**src/rtl/regfile_dbg_pkg.sv**
```systemverilog
// Shared types and defaults for the register-file dump engine.
package regfile_dbg_pkg;
  localparam int DEF_NUM_REGS = 32;
  localparam int DEF_DATA_W   = 32;
  localparam logic [31:0] SP_RESET_VAL = 32'h0000_2ffc;

  typedef enum logic [2:0] {IDLE, READ, SEND0, SEND1, DONE} state_e;
endpackage

```
**src/rtl/regfile_dump_engine.sv**
```systemverilog
// Debug reader: borrows the register file's two async read ports while the core
// is stalled and streams every register out as (index, data) words.
module regfile_dump_engine
  import regfile_dbg_pkg::*;
#(
  parameter int NUM_REGS = DEF_NUM_REGS,
  parameter int DATA_W   = DEF_DATA_W,
  localparam int IDX_W   = $clog2(NUM_REGS)
) (
  input  logic              clk,
  input  logic              reset,
  input  logic              start,
  input  logic              rf_grant,
  output logic [IDX_W-1:0]  rf_rs1,
  output logic [IDX_W-1:0]  rf_rs2,
  input  logic [DATA_W-1:0] rf_rs1_dout,
  input  logic [DATA_W-1:0] rf_rs2_dout,
  output logic              busy,
  output logic              done,
  output logic              out_valid,
  input  logic              out_ready,
  output logic [IDX_W-1:0]  out_idx,
  output logic [DATA_W-1:0] out_data
);
  localparam int PAIR_W = IDX_W - 1;
  localparam logic [PAIR_W-1:0] LAST_PAIR = PAIR_W'(NUM_REGS/2 - 1);

  state_e            r_state;
  logic [PAIR_W-1:0] r_pair;
  logic [DATA_W-1:0] r_buf1;
  logic [PAIR_W-1:0] w_next_pair;

  assign w_next_pair = r_pair + PAIR_W'(1);

  // out_data doubles as the even-word buffer; r_buf1 parks the odd word
  // until the even one is accepted. Read addresses are only ever updated on
  // the transition into READ, so they are stable for the whole READ cycle.
  always_ff @(posedge clk) begin
    if (reset) begin
      r_state   <= IDLE;
      r_pair    <= '0;
      r_buf1    <= '0;
      rf_rs1    <= '0;
      rf_rs2    <= '0;
      busy      <= 1'b0;
      done      <= 1'b0;
      out_valid <= 1'b0;
      out_idx   <= '0;
      out_data  <= '0;
    end else begin
      case (r_state)
        IDLE: begin
          done <= 1'b0;
          if (start) begin
            r_state <= READ;
            r_pair  <= '0;
            rf_rs1  <= '0;
            rf_rs2  <= IDX_W'(1);
            busy    <= 1'b1;
          end
        end
        READ: begin
          if (rf_grant) begin
            out_data  <= rf_rs1_dout;
            r_buf1    <= rf_rs2_dout;
            out_idx   <= rf_rs1;
            out_valid <= 1'b1;
            r_state   <= SEND0;
          end
        end
        SEND0: begin
          if (out_ready) begin
            out_idx  <= rf_rs2;
            out_data <= r_buf1;
            r_state  <= SEND1;
          end
        end
        SEND1: begin
          if (out_ready) begin
            out_valid <= 1'b0;
            if (r_pair == LAST_PAIR) begin
              r_state <= DONE;
              busy    <= 1'b0;
              done    <= 1'b1;
            end else begin
              r_pair  <= w_next_pair;
              rf_rs1  <= {w_next_pair, 1'b0};
              rf_rs2  <= {w_next_pair, 1'b1};
              r_state <= READ;
            end
          end
        end
        DONE: begin
          done    <= 1'b0;
          r_state <= IDLE;
        end
        default: r_state <= IDLE;
      endcase
    end
  end
endmodule

```
**config.mk**
```make
export PLATFORM = sky130hd
export DESIGN_NAME = regfile_dump_engine
export DESIGN_NICKNAME = d
export VERILOG_FILES = /design/src/rtl/regfile_dbg_pkg.sv /design/src/rtl/regfile_dump_engine.sv
export SDC_FILE = /design/constraint.sdc
export NUM_CORES = 1
export LEC_CHECK = 0
export BUFFER_PORTS_ARGS = -buffer_cell sky130_fd_sc_hd__clkbuf_2
export CAP_MARGIN = 20
export CORE_ASPECT_RATIO = 1.5
export CORE_MARGIN = 5
export CORE_UTILIZATION = 48
export CTS_BUF_LIST = sky130_fd_sc_hd__clkbuf_8
export DETAILED_ROUTE_END_ITERATION = 8
export GPL_TIMING_DRIVEN = 0
export PLACE_DENSITY = 0.79
export SYNTH_ARGS = -nofsm -noshare
export SYNTH_HDL_FRONTEND = slang
export SYNTH_SLANG_ARGS = --single-unit
```
**constraint.sdc**
```tcl
create_clock -name clk -period 2.06 [get_ports clk]
set_input_delay 0.412 -clock clk [delete_from_list [all_inputs] [get_ports clk]]
set_output_delay 0.412 -clock clk [all_outputs]
set_load 0.02 [all_outputs]
```
Word-level counts from Yosys, hierarchy flattened. Cells that the tools add are included.

$add $sub $neg: 1. $mul: 0. Div/mod/pow operators: 0. $lt $le $gt $ge: 0. Eq/ne operators: 11. Shifts and indexed selects: 0. Muxes and demuxes: 34. Bitwise logic cells: 0. Reductions and logical operators: 13.

Operator list (count): two-way mux 32 bit (2); case mux 32 bit (2 select lines) (1); two-way mux 5 bit (8); case mux 5 bit (2 select lines) (3); two-way mux 3 bit (5); two-way mux 4 bit (3); inequality test 2 bit, second input constant (6); case mux 3 bit (4 select lines) (1); AND reduction 4 bit (3); AND reduction 3 bit (3); case mux 4 bit (2 select lines) (1); nonzero test 2 bit (4); two-way mux 1 bit (7); == test 3 x 2 -> 1 bit, second input constant (2); case mux 1 bit (2 select lines) (3); adder 4 x 1 -> 4 bit, second input constant (1); == test 4 bit, second input constant (1); == test 3 x 1 -> 1 bit, second input constant (1); == test 3 bit, second input constant (1); logical NOT 3 bit (1); AND reduction 2 bit (1); OR reduction 2 bit (1).

Register bits after elaboration: 89. Bits in latches: 0. Memory bits (writable): 0. ROM bits: 0. Input port bits: 69. Output and inout port bits: 50. Logic and storage cells: 69. Memories: 0.

Logic depth before layout (Yosys ltp). Gate-level depths: netlist (run 1).

Depth after elaboration: 4. Mapped depth: 7.

Worst setup path after synthesis (run 1). No wires, ideal clock.

Kind: reg2reg. Start: register r_state[2]. End: register r_state[0]. Arrival time: 1.374 ns. Path slack: 0.565 ns. Cell stages (with the launch flop): 5. Period minus slack after synthesis: 1.495 ns. Cell sequence: dfxtp_1 -> buf_4 -> or3b_2 -> o31ai_1 -> mux2_2.

Word-level cells in the longest chain between the ends: 3.

Ends and longest elaborated chain: start, declared (RTL line regfile_dump_engine.sv:28) `state_e r_state;`; start signal, assigned (RTL line regfile_dump_engine.sv:40) `r_state <= IDLE;`; start signal, assigned (RTL line regfile_dump_engine.sv:55) `r_state <= READ;`; start signal, assigned (RTL line regfile_dump_engine.sv:68) `r_state <= SEND0;`; == test 3 x 2 -> 1 bit, or another cell as far along (RTL line regfile_dump_engine.sv:51) `case (r_state)`; inequality test 2 bit (no line); AND reduction 4 bit (no line).

Parallel ways exist; a longest one is shown, timed or not. A chain may end at the register's enable or synchronous reset.

Worst setup path in the final report (run 1).
Start: register r_state[1]. End: register out_data[13].

Word-level cells in the longest chain between the ends: 3.

Ends and longest elaborated chain: == test 3 x 2 -> 1 bit / == test 3 x 1 -> 1 bit (equally long branches) (RTL line regfile_dump_engine.sv:51); inequality test 2 bit (no line) / nonzero test 2 bit (equally long branches); AND reduction 3 bit (no line); end signal, assigned (RTL line regfile_dump_engine.sv:64) `out_data <= rf_rs1_dout;`; end signal, assigned (RTL line regfile_dump_engine.sv:74) `out_data <= r_buf1;`; end, declared (RTL line regfile_dump_engine.sv:23) `output logic [DATA_W-1:0] out_data`.

Parallel ways exist; a longest one is shown, timed or not.

==> impl_metrics.xml, run 1 <==
<?xml version="1.0" encoding="UTF-8"?>
<metrics>
  <group name="global_routing">
    <metric name="gr-usage-met2" unit="%">40.5</metric>
    <metric name="via_count_of_the_first_global_routing_pass" unit="">3459</metric>
    <metric name="grt_max_degree" unit="">15</metric>
    <metric name="globalRoute.busiestLayer" unit="">met2</metric>
    <metric name="global_route_wire_length_before_repair" unit="um">15700</metric>
    <metric name="gr-total-overflow" unit="">0</metric>
    <metric name="grtUsageTotal" unit="%">22.1</metric>
    <metric name="met1_usage" unit="%">23.7</metric>
    <metric name="global_routing_usage_on_met3" unit="%">4.49</metric>
    <metric name="antenna_found_initial" unit="">0</metric>
  </group>
  <group name="detailed_routing">
    <metric name="drt-total-wl" unit="um">9780</metric>
    <metric name="drt-vias-per-instance" unit="">5.27</metric>
    <metric name="num_vias" unit="">3448</metric>
    <metric name="route.antenna.remaining_nets" unit="">0</metric>
    <metric name="average_wire_per_cell_in_the_routed_design" unit="um">15.0</metric>
    <metric name="remaining_design_rule_violation_count" unit="">0</metric>
    <metric name="dr.pass1.iters" unit="">4</metric>
    <metric name="initialDrtViolationCount" unit="">190</metric>
  </group>
  <group name="sta">
    <metric name="slew_viol_final" unit="">0</metric>
    <metric name="fin_tns_setup" unit="ns">0</metric>
    <metric name="fin_crit_sh" unit="%">81.7</metric>
    <metric name="rsz0062_at_grt" unit="">no</metric>
    <metric name="timing.clock.skew" unit="ns">0.00935</metric>
    <metric name="timing_worst_slew_pin_value" unit="ns">0.577</metric>
    <metric name="final_setup_violations" unit="">0</metric>
    <metric name="max_slew_margin" unit="%">61.5</metric>
    <metric name="finalHoldViolCount" unit="">0</metric>
    <metric name="fin_crit" unit="ns">1.68</metric>
    <metric name="setup_slack" unit="ns">0.378</metric>
    <metric name="achievable-frequency" unit="MHz">594</metric>
  </group>
  <group name="cts">
    <metric name="clk_transition_reported_paths" unit="ns">0.08</metric>
    <metric name="cts.sink_count" unit="">80</metric>
    <metric name="worstSkewPairLatency" unit="ns">0.36</metric>
    <metric name="cts_root_buf" unit="">sky130_fd_sc_hd__clkbuf_8</metric>
    <metric name="clk_path_buf_depth" unit="">2</metric>
    <metric name="tritoncts" unit="">done</metric>
    <metric name="cts_resized" unit="">0</metric>
    <metric name="cts_hold_buffers" unit="">0</metric>
    <metric name="h-tree-depth" unit="">3</metric>
    <metric name="post_cts_setup_repair_buffer_count" unit="">0</metric>
    <metric name="cts_made_buffers" unit="">9</metric>
  </group>
  <group name="placed_design">
    <metric name="place.detailed.hpwl" unit="um">7560</metric>
    <metric name="place_congestion" unit="">0.821</metric>
    <metric name="placedCellCount" unit="">638</metric>
    <metric name="setup_slack_placement" unit="ns">0.196</metric>
    <metric name="portBuffers" unit="">116</metric>
  </group>
  <group name="synth">
    <metric name="syn-num-nets" unit="">492</metric>
    <metric name="synth_seq_area_share" unit="%">45.9</metric>
    <metric name="synthesis.area_per_instance" unit="sq um">8.28</metric>
    <metric name="synth_ff_type" unit="">sky130_fd_sc_hd__dfxtp_1</metric>
    <metric name="synth-warning-count" unit="">0</metric>
    <metric name="synth_cells" unit="">422</metric>
    <metric name="post_synth_instance_area" unit="sq um">3490</metric>
    <metric name="synth-async-reset-ratio" unit="%">0</metric>
    <metric name="yosysUniqueCellTypes" unit="">46</metric>
    <metric name="synth_register_bits" unit="">80</metric>
    <metric name="synth_edf_count" unit="">0</metric>
  </group>
  <group name="die">
    <metric name="dieArea" unit="sq um">9120</metric>
    <metric name="io-pin-count" unit="">119</metric>
    <metric name="initial_utilization" unit="%">48.6</metric>
    <metric name="rows" unit="">38</metric>
    <metric name="die_x" unit="um">79.6</metric>
    <metric name="floorplan.die.height" unit="um">114</metric>
    <metric name="core-area" unit="sq um">7180</metric>
  </group>
  <group name="worst_setup_path">
    <metric name="setup.worst_path.end_class" unit="">flop</metric>
    <metric name="critical_path_class" unit="">reg2reg</metric>
    <metric name="crit_path_start_kind" unit="">flop</metric>
    <metric name="crit_path_start" unit="">r_state[1]</metric>
    <metric name="biggest_fanout_along_the_worst_timing_path" unit="">10</metric>
    <metric name="worst_setup_path_endpoint" unit="">out_data[13]</metric>
    <metric name="timing.reg2reg.worst_path_depth" unit="">5</metric>
    <metric name="worstPathRequired" unit="ns">2.31</metric>
    <metric name="timing.critical_path.arrival" unit="ns">1.94</metric>
    <metric name="r2r_start" unit="">r_state[1]</metric>
    <metric name="worst-r2r-setup-slack" unit="ns">0.38</metric>
    <metric name="reg2reg_to" unit="">out_data[13]</metric>
  </group>
  <group name="cells_and_area">
    <metric name="diodes" unit="">0</metric>
    <metric name="num-fill-cells" unit="">668</metric>
    <metric name="layout.cells.most_common_list" unit="">sky130_fd_sc_hd__nand2_1 (135), sky130_fd_sc_hd__clkbuf_2 (116), sky130_fd_sc_hd__dfxtp_1 (80), sky130_fd_sc_hd__a21oi_1 (39), sky130_fd_sc_hd__nor3_1 (34)</metric>
    <metric name="net_count_reported_at_finish" unit="">619</metric>
    <metric name="final_core_util" unit="%">61.2</metric>
    <metric name="combined_flip_flop_and_latch_cell_area" unit="sq um">1600</metric>
    <metric name="post_route_cells_drive_above_1_share" unit="%">31.8</metric>
    <metric name="multi_input_comb_area" unit="sq um">1600</metric>
    <metric name="flow.area_growth_from_synthesis" unit="%">25.8</metric>
    <metric name="final-instance-count-excl-fill" unit="">654</metric>
    <metric name="layout.cells.most_common" unit="">sky130_fd_sc_hd__nand2_1</metric>
  </group>
  <group name="pwr">
    <metric name="swShare" unit="%">33.9</metric>
    <metric name="peakVddDrop" unit="V">0.000560</metric>
    <metric name="p_switching" unit="mW">1.42</metric>
    <metric name="cellInternalPower" unit="mW">2.78</metric>
    <metric name="combPwrFrac" unit="%">28.3</metric>
    <metric name="total_chip_power" unit="mW">4.20</metric>
    <metric name="power.share.sequential" unit="%">44.4</metric>
    <metric name="power_density" unit="nW/um^2">955</metric>
    <metric name="static-leakage-power" unit="nW">1.82</metric>
    <metric name="p_clk_share" unit="%">27.3</metric>
  </group>
  <group name="status">
    <metric name="run_status" unit="">complete, no violations</metric>
  </group>
  <group name="hold_path">
    <metric name="whs_path_depth" unit="">3</metric>
    <metric name="min_path_type" unit="">in2reg</metric>
  </group>
  <group name="run">
    <metric name="timing.max_cap.violations" unit="">0</metric>
  </group>
</metrics>
==> cells in the mapped netlist, drive strengths merged (2+ instances only) <==
master / instances / area, sq um
nand2: 135 / 507
dfxtp: 80 / 1600
a21oi: 39 / 195
nor3: 34 / 170
a311oi: 32 / 312
buf: 28 / 208
clkbuf: 17 / 67.6
o21ai: 8 / 40.0
nand3: 7 / 35.0
inv: 5 / 18.8
a221oi: 2 / 17.5
and3b: 2 / 17.5
and4bb: 2 / 25.0
mux2: 2 / 22.5
nand4bb: 2 / 27.5
o211ai: 2 / 15.0
or2: 2 / 12.5
or3b: 2 / 17.5
==> worst max-delay path, cell delays in order (launching register included) <==
cell and delay (ns):
sky130_fd_sc_hd__dfxtp_1 0.44, sky130_fd_sc_hd__buf_6 0.17, sky130_fd_sc_hd__nor3b_4 0.42, sky130_fd_sc_hd__buf_6 0.20
sky130_fd_sc_hd__nand2_1 0.06, sky130_fd_sc_hd__a311oi_1 0.28
==> per-layer routing <==
layer	vias up	wire (um)
li1	1731	-
met4	0	231
met3	18	563
met1	1580	3620
met5	-	0
met2	119	5360
==> cells by family (layout without fill, tap and decap cells) <==
group | after synthesis | count (layout) | synth area share [%]
buffers and inverters | 50 | 182 | 8.42
adders and majority gates | 1 | 1 | 0.358
muxes | 2 | 2 | 0.645
DFF | 80 | 80 | 45.9
other | 1 | 1 | 0.107
and+or+nand+nor | 194 | 194 | 25.5
AOI/OAI and AO/OA | 94 | 94 | 19.1
==> layout make-up <==
type                            count  area share [%]
Inverter                            5           0.427
Tap cell                          100            2.85
Clock buffer                        9            2.82
Clock inverter                      7            1.65
Timing Repair Buffer              116            13.2
Sequential cell                    80            36.4
Buffer                             45            6.26
Multi-Input combinational cell    292            36.3
==> power groups by stage <==
stage | clock [mW] | combinational [mW] | sequential (mW)
floorplan | 0 | 0.669 | 2.03
global placement | 0 | 1.17 | 1.89
detailed placement | 0 | 1.19 | 1.90
CTS | 1.17 | 1.20 | 1.86
global route | 1.24 | 1.30 | 1.88
finish | 1.15 | 1.19 | 1.86
==> flip-flops by register name, summed over array words and instances (netlist names) <==
name,count
out_data,32
r_buf1,32
out_idx,5
rf_rs2,5
r_state,3
busy,1
done,1
out_valid,1
==> worst min path at each step <==
stage,to,start,slack [ns]
after detailed placement,r_buf1[19],r_buf1[19],0.45
final,r_buf1[8],rf_rs2_dout[8],0.26
after global routing,r_buf1[8],rf_rs2_dout[8],0.25
after floorplan,r_buf1[0],r_buf1[0],0.44
after global placement,r_buf1[5],r_buf1[5],0.44
after CTS,r_buf1[8],rf_rs2_dout[8],0.25
==> stage by stage <==
stage / hold WS (ns) / instance area (sq um)
after detailed placement: 0.447 / 4200
after global routing: 0.251 / 4390
final: 0.263 / 4390
after floorplan: 0.437 / 3490
after global placement: 0.442 / 4200
after CTS: 0.248 / 4390
Power figures use the tool's default switching activity.
==> run 2, diff against run 1 <==
Clock period 2.06 ns to 1.6 ns, I/O delays scaled along.
==> impl_metrics.xml, run 2 (synthesis gave the netlist of run 1 again) <==
<?xml version="1.0" encoding="UTF-8"?>
<metrics>
  <group name="status">
    <metric name="run_status" unit="">complete, no violations</metric>
  </group>
  <group name="detailed_routing">
    <metric name="initialDrtViolationCount" unit="">150</metric>
    <metric name="average_wire_per_cell_in_the_routed_design" unit="um">15.0</metric>
    <metric name="route.antenna.remaining_nets" unit="">0</metric>
    <metric name="remaining_design_rule_violation_count" unit="">0</metric>
    <metric name="drt-vias-per-instance" unit="">5.33</metric>
    <metric name="dr.pass1.iters" unit="">4</metric>
    <metric name="num_vias" unit="">3485</metric>
    <metric name="drt-total-wl" unit="um">9830</metric>
  </group>
  <group name="placed_design">
    <metric name="place.detailed.hpwl" unit="um">7560</metric>
    <metric name="place_congestion" unit="">0.821</metric>
    <metric name="portBuffers" unit="">116</metric>
    <metric name="setup_slack_placement" unit="ns">-0.172</metric>
  </group>
  <group name="global_routing">
    <metric name="grtUsageTotal" unit="%">22.1</metric>
    <metric name="global_route_wire_length_before_repair" unit="um">15700</metric>
    <metric name="grt_max_degree" unit="">20</metric>
    <metric name="via_count_of_the_first_global_routing_pass" unit="">3473</metric>
    <metric name="gr-total-overflow" unit="">0</metric>
    <metric name="antenna_found_initial" unit="">0</metric>
  </group>
  <group name="pwr">
    <metric name="total_chip_power" unit="mW">5.51</metric>
    <metric name="static-leakage-power" unit="nW">1.87</metric>
    <metric name="power_density" unit="nW/um^2">1220</metric>
    <metric name="peakVddDrop" unit="V">0.000776</metric>
  </group>
  <group name="die">
    <metric name="io-pin-count" unit="">119</metric>
    <metric name="dieArea" unit="sq um">9120</metric>
    <metric name="core-area" unit="sq um">7180</metric>
    <metric name="rows" unit="">38</metric>
    <metric name="floorplan.die.height" unit="um">114</metric>
    <metric name="initial_utilization" unit="%">48.6</metric>
    <metric name="die_x" unit="um">79.6</metric>
  </group>
  <group name="worst_setup_path">
    <metric name="biggest_fanout_along_the_worst_timing_path" unit="">10</metric>
    <metric name="critical_path_class" unit="">reg2reg</metric>
    <metric name="worstPathRequired" unit="ns">1.86</metric>
    <metric name="crit_chain" unit="">buf_6 -&gt; and4bb_2 -&gt; buf_2 -&gt; buf_4 -&gt; nor3_1 -&gt; a311oi_1</metric>
    <metric name="critPathMaxStageDelay" unit="ns">0.34</metric>
    <metric name="crit_path_start_kind" unit="">flop</metric>
    <metric name="crit_path_top_delay_cell" unit="">sky130_fd_sc_hd__dfxtp_1</metric>
    <metric name="timing.critical_path.arrival" unit="ns">1.78</metric>
    <metric name="setup.worst_path.end_class" unit="">flop</metric>
    <metric name="worst-r2r-setup-slack" unit="ns">0.08</metric>
    <metric name="timing.reg2reg.worst_path_depth" unit="">6</metric>
    <metric name="r2r_start" unit="">r_state[0]</metric>
    <metric name="reg2reg_to" unit="">out_data[15]</metric>
  </group>
  <group name="cts">
    <metric name="clk_transition_reported_paths" unit="ns">0.09</metric>
    <metric name="cts_made_buffers" unit="">9</metric>
    <metric name="h-tree-depth" unit="">3</metric>
    <metric name="tritoncts" unit="">done</metric>
    <metric name="cts_hold_buffers" unit="">0</metric>
    <metric name="worstSkewPairLatency" unit="ns">0.36</metric>
    <metric name="cts_root_buf" unit="">sky130_fd_sc_hd__clkbuf_8</metric>
    <metric name="cts.sink_count" unit="">80</metric>
    <metric name="clk_path_buf_depth" unit="">2</metric>
  </group>
  <group name="sta">
    <metric name="achievable-frequency" unit="MHz">658</metric>
    <metric name="finalHoldViolCount" unit="">0</metric>
    <metric name="fin_crit_sh" unit="%">94.9</metric>
    <metric name="final_setup_violations" unit="">0</metric>
    <metric name="setup_slack" unit="ns">0.0809</metric>
    <metric name="fin_crit" unit="ns">1.52</metric>
    <metric name="timing.clock.skew" unit="ns">0.0119</metric>
    <metric name="slew_viol_final" unit="">0</metric>
    <metric name="max_slew_margin" unit="%">61.4</metric>
    <metric name="timing_worst_slew_pin_value" unit="ns">0.579</metric>
  </group>
  <group name="cells_and_area">
    <metric name="layout.cells.most_common" unit="">sky130_fd_sc_hd__nand2_1</metric>
    <metric name="flow.area_growth_from_synthesis" unit="%">29.1</metric>
    <metric name="diodes" unit="">0</metric>
    <metric name="layout.cells.most_common_list" unit="">sky130_fd_sc_hd__nand2_1 (134), sky130_fd_sc_hd__clkbuf_2 (121), sky130_fd_sc_hd__dfxtp_1 (78), sky130_fd_sc_hd__a21oi_1 (39), sky130_fd_sc_hd__nor3_1 (34)</metric>
    <metric name="post_route_cells_drive_above_1_share" unit="%">34.1</metric>
    <metric name="net_count_reported_at_finish" unit="">619</metric>
    <metric name="biggestRegsByFlops" unit="">out_data: 32 flops, r_buf1: 32 flops</metric>
  </group>
  <group name="hold_path">
    <metric name="hold_path.startpoint" unit="">rf_rs2_dout[8]</metric>
    <metric name="whs_path_depth" unit="">3</metric>
    <metric name="timing.hold.worst_endpoint" unit="">r_buf1[8]</metric>
    <metric name="min_path_type" unit="">in2reg</metric>
  </group>
  <group name="run">
    <metric name="timing.max_cap.violations" unit="">0</metric>
  </group>
</metrics>
[run 2: changes by cell type in the layout (fill, tap and decap cells not counted), moves of 5 or more]
cell	delta
sky130_fd_sc_hd__buf_2	-9
sky130_fd_sc_hd__buf_4	+6
sky130_fd_sc_hd__clkbuf_2	+5
sky130_fd_sc_hd__clkbuf_1	-6
[run 2: worst max path at each step]
stage | start | to | slack [ns] | depth (start not counted)
finish | r_state[0] | out_data[15] | 0.08 | 6
global route | r_state[0] | out_data[2] | -0.001 | 6
CTS | r_state[2] | out_data[11] | 0.006 | 5
detailed placement | reset | done | -0.17 | 4
global placement | reset | r_state[1] | -0.15 | 4
floorplan | r_state[2] | r_state[0] | 0.11 | 4
[run 2: power by group]
part	total (mW)	switching, mW	leakage, nW	internal, mW
clock network	1.49	0.769	0.0893	0.720
logic	1.62	0.950	1.13	0.675
registers	2.40	0.153	0.654	2.25
[run 2: metrics by stage]
stage	setup TNS (ns)	hold slack, ns	cell area (sq um)	util, %	std cells
2_1_floorplan	0	0.437	3490	-	422
3_3_place_gp	-3.61	0.442	4200	58.5	638
3_5_place_dp	-5.80	0.447	4200	58.5	638
4_1_cts	0	0.156	4420	61.6	655
5_1_grt	-0.00276	0.159	4510	62.8	654
6_report	0	0.167	4510	62.8	654
[run 2: routing by layer]
| metal | GRT usage [%] | vias up | part of all wire, % |
|---|---|---|---|
| li1 | - | 1732 | - |
| met1 | 23.5 | 1614 | 37 |
| met2 | 40.8 | 119 | 55 |
| met3 | 4.49 | 20 | 5.4 |
| met4 | 10.1 | 0 | 2.6 |
| met5 | 0 | - | 0 |
[run 2: timing repair]
item | in CTS | in global routing
pin swaps | 0 | 1
endpoints found under the setup margin | 32 | 60
setup buffers | 2 | 0
resized for setup | 6 | 36
hold endpoints to repair | 0 | 0
[run 2: cell type report]
cell class                      instances  area [sq um]
Clock buffer                            9           124
Inverter                                5          18.8
Multi-Input combinational cell        292          1660
Sequential cell                        80          1610
Tap cell                              100           125
Buffer                                 43           300
Timing Repair Buffer                  118           599
Fill cell                             651          2670
Clock inverter                          7          72.6
[run 2: critical path, delay by kind of cell, from the launching register on]
family / cells / cell delay, ns
flip-flops: 1 / 0.34
buffers and inverters: 3 / 0.53
AO/OA/AOI/OAI: 1 / 0.27
AND/OR/NAND/NOR: 2 / 0.29
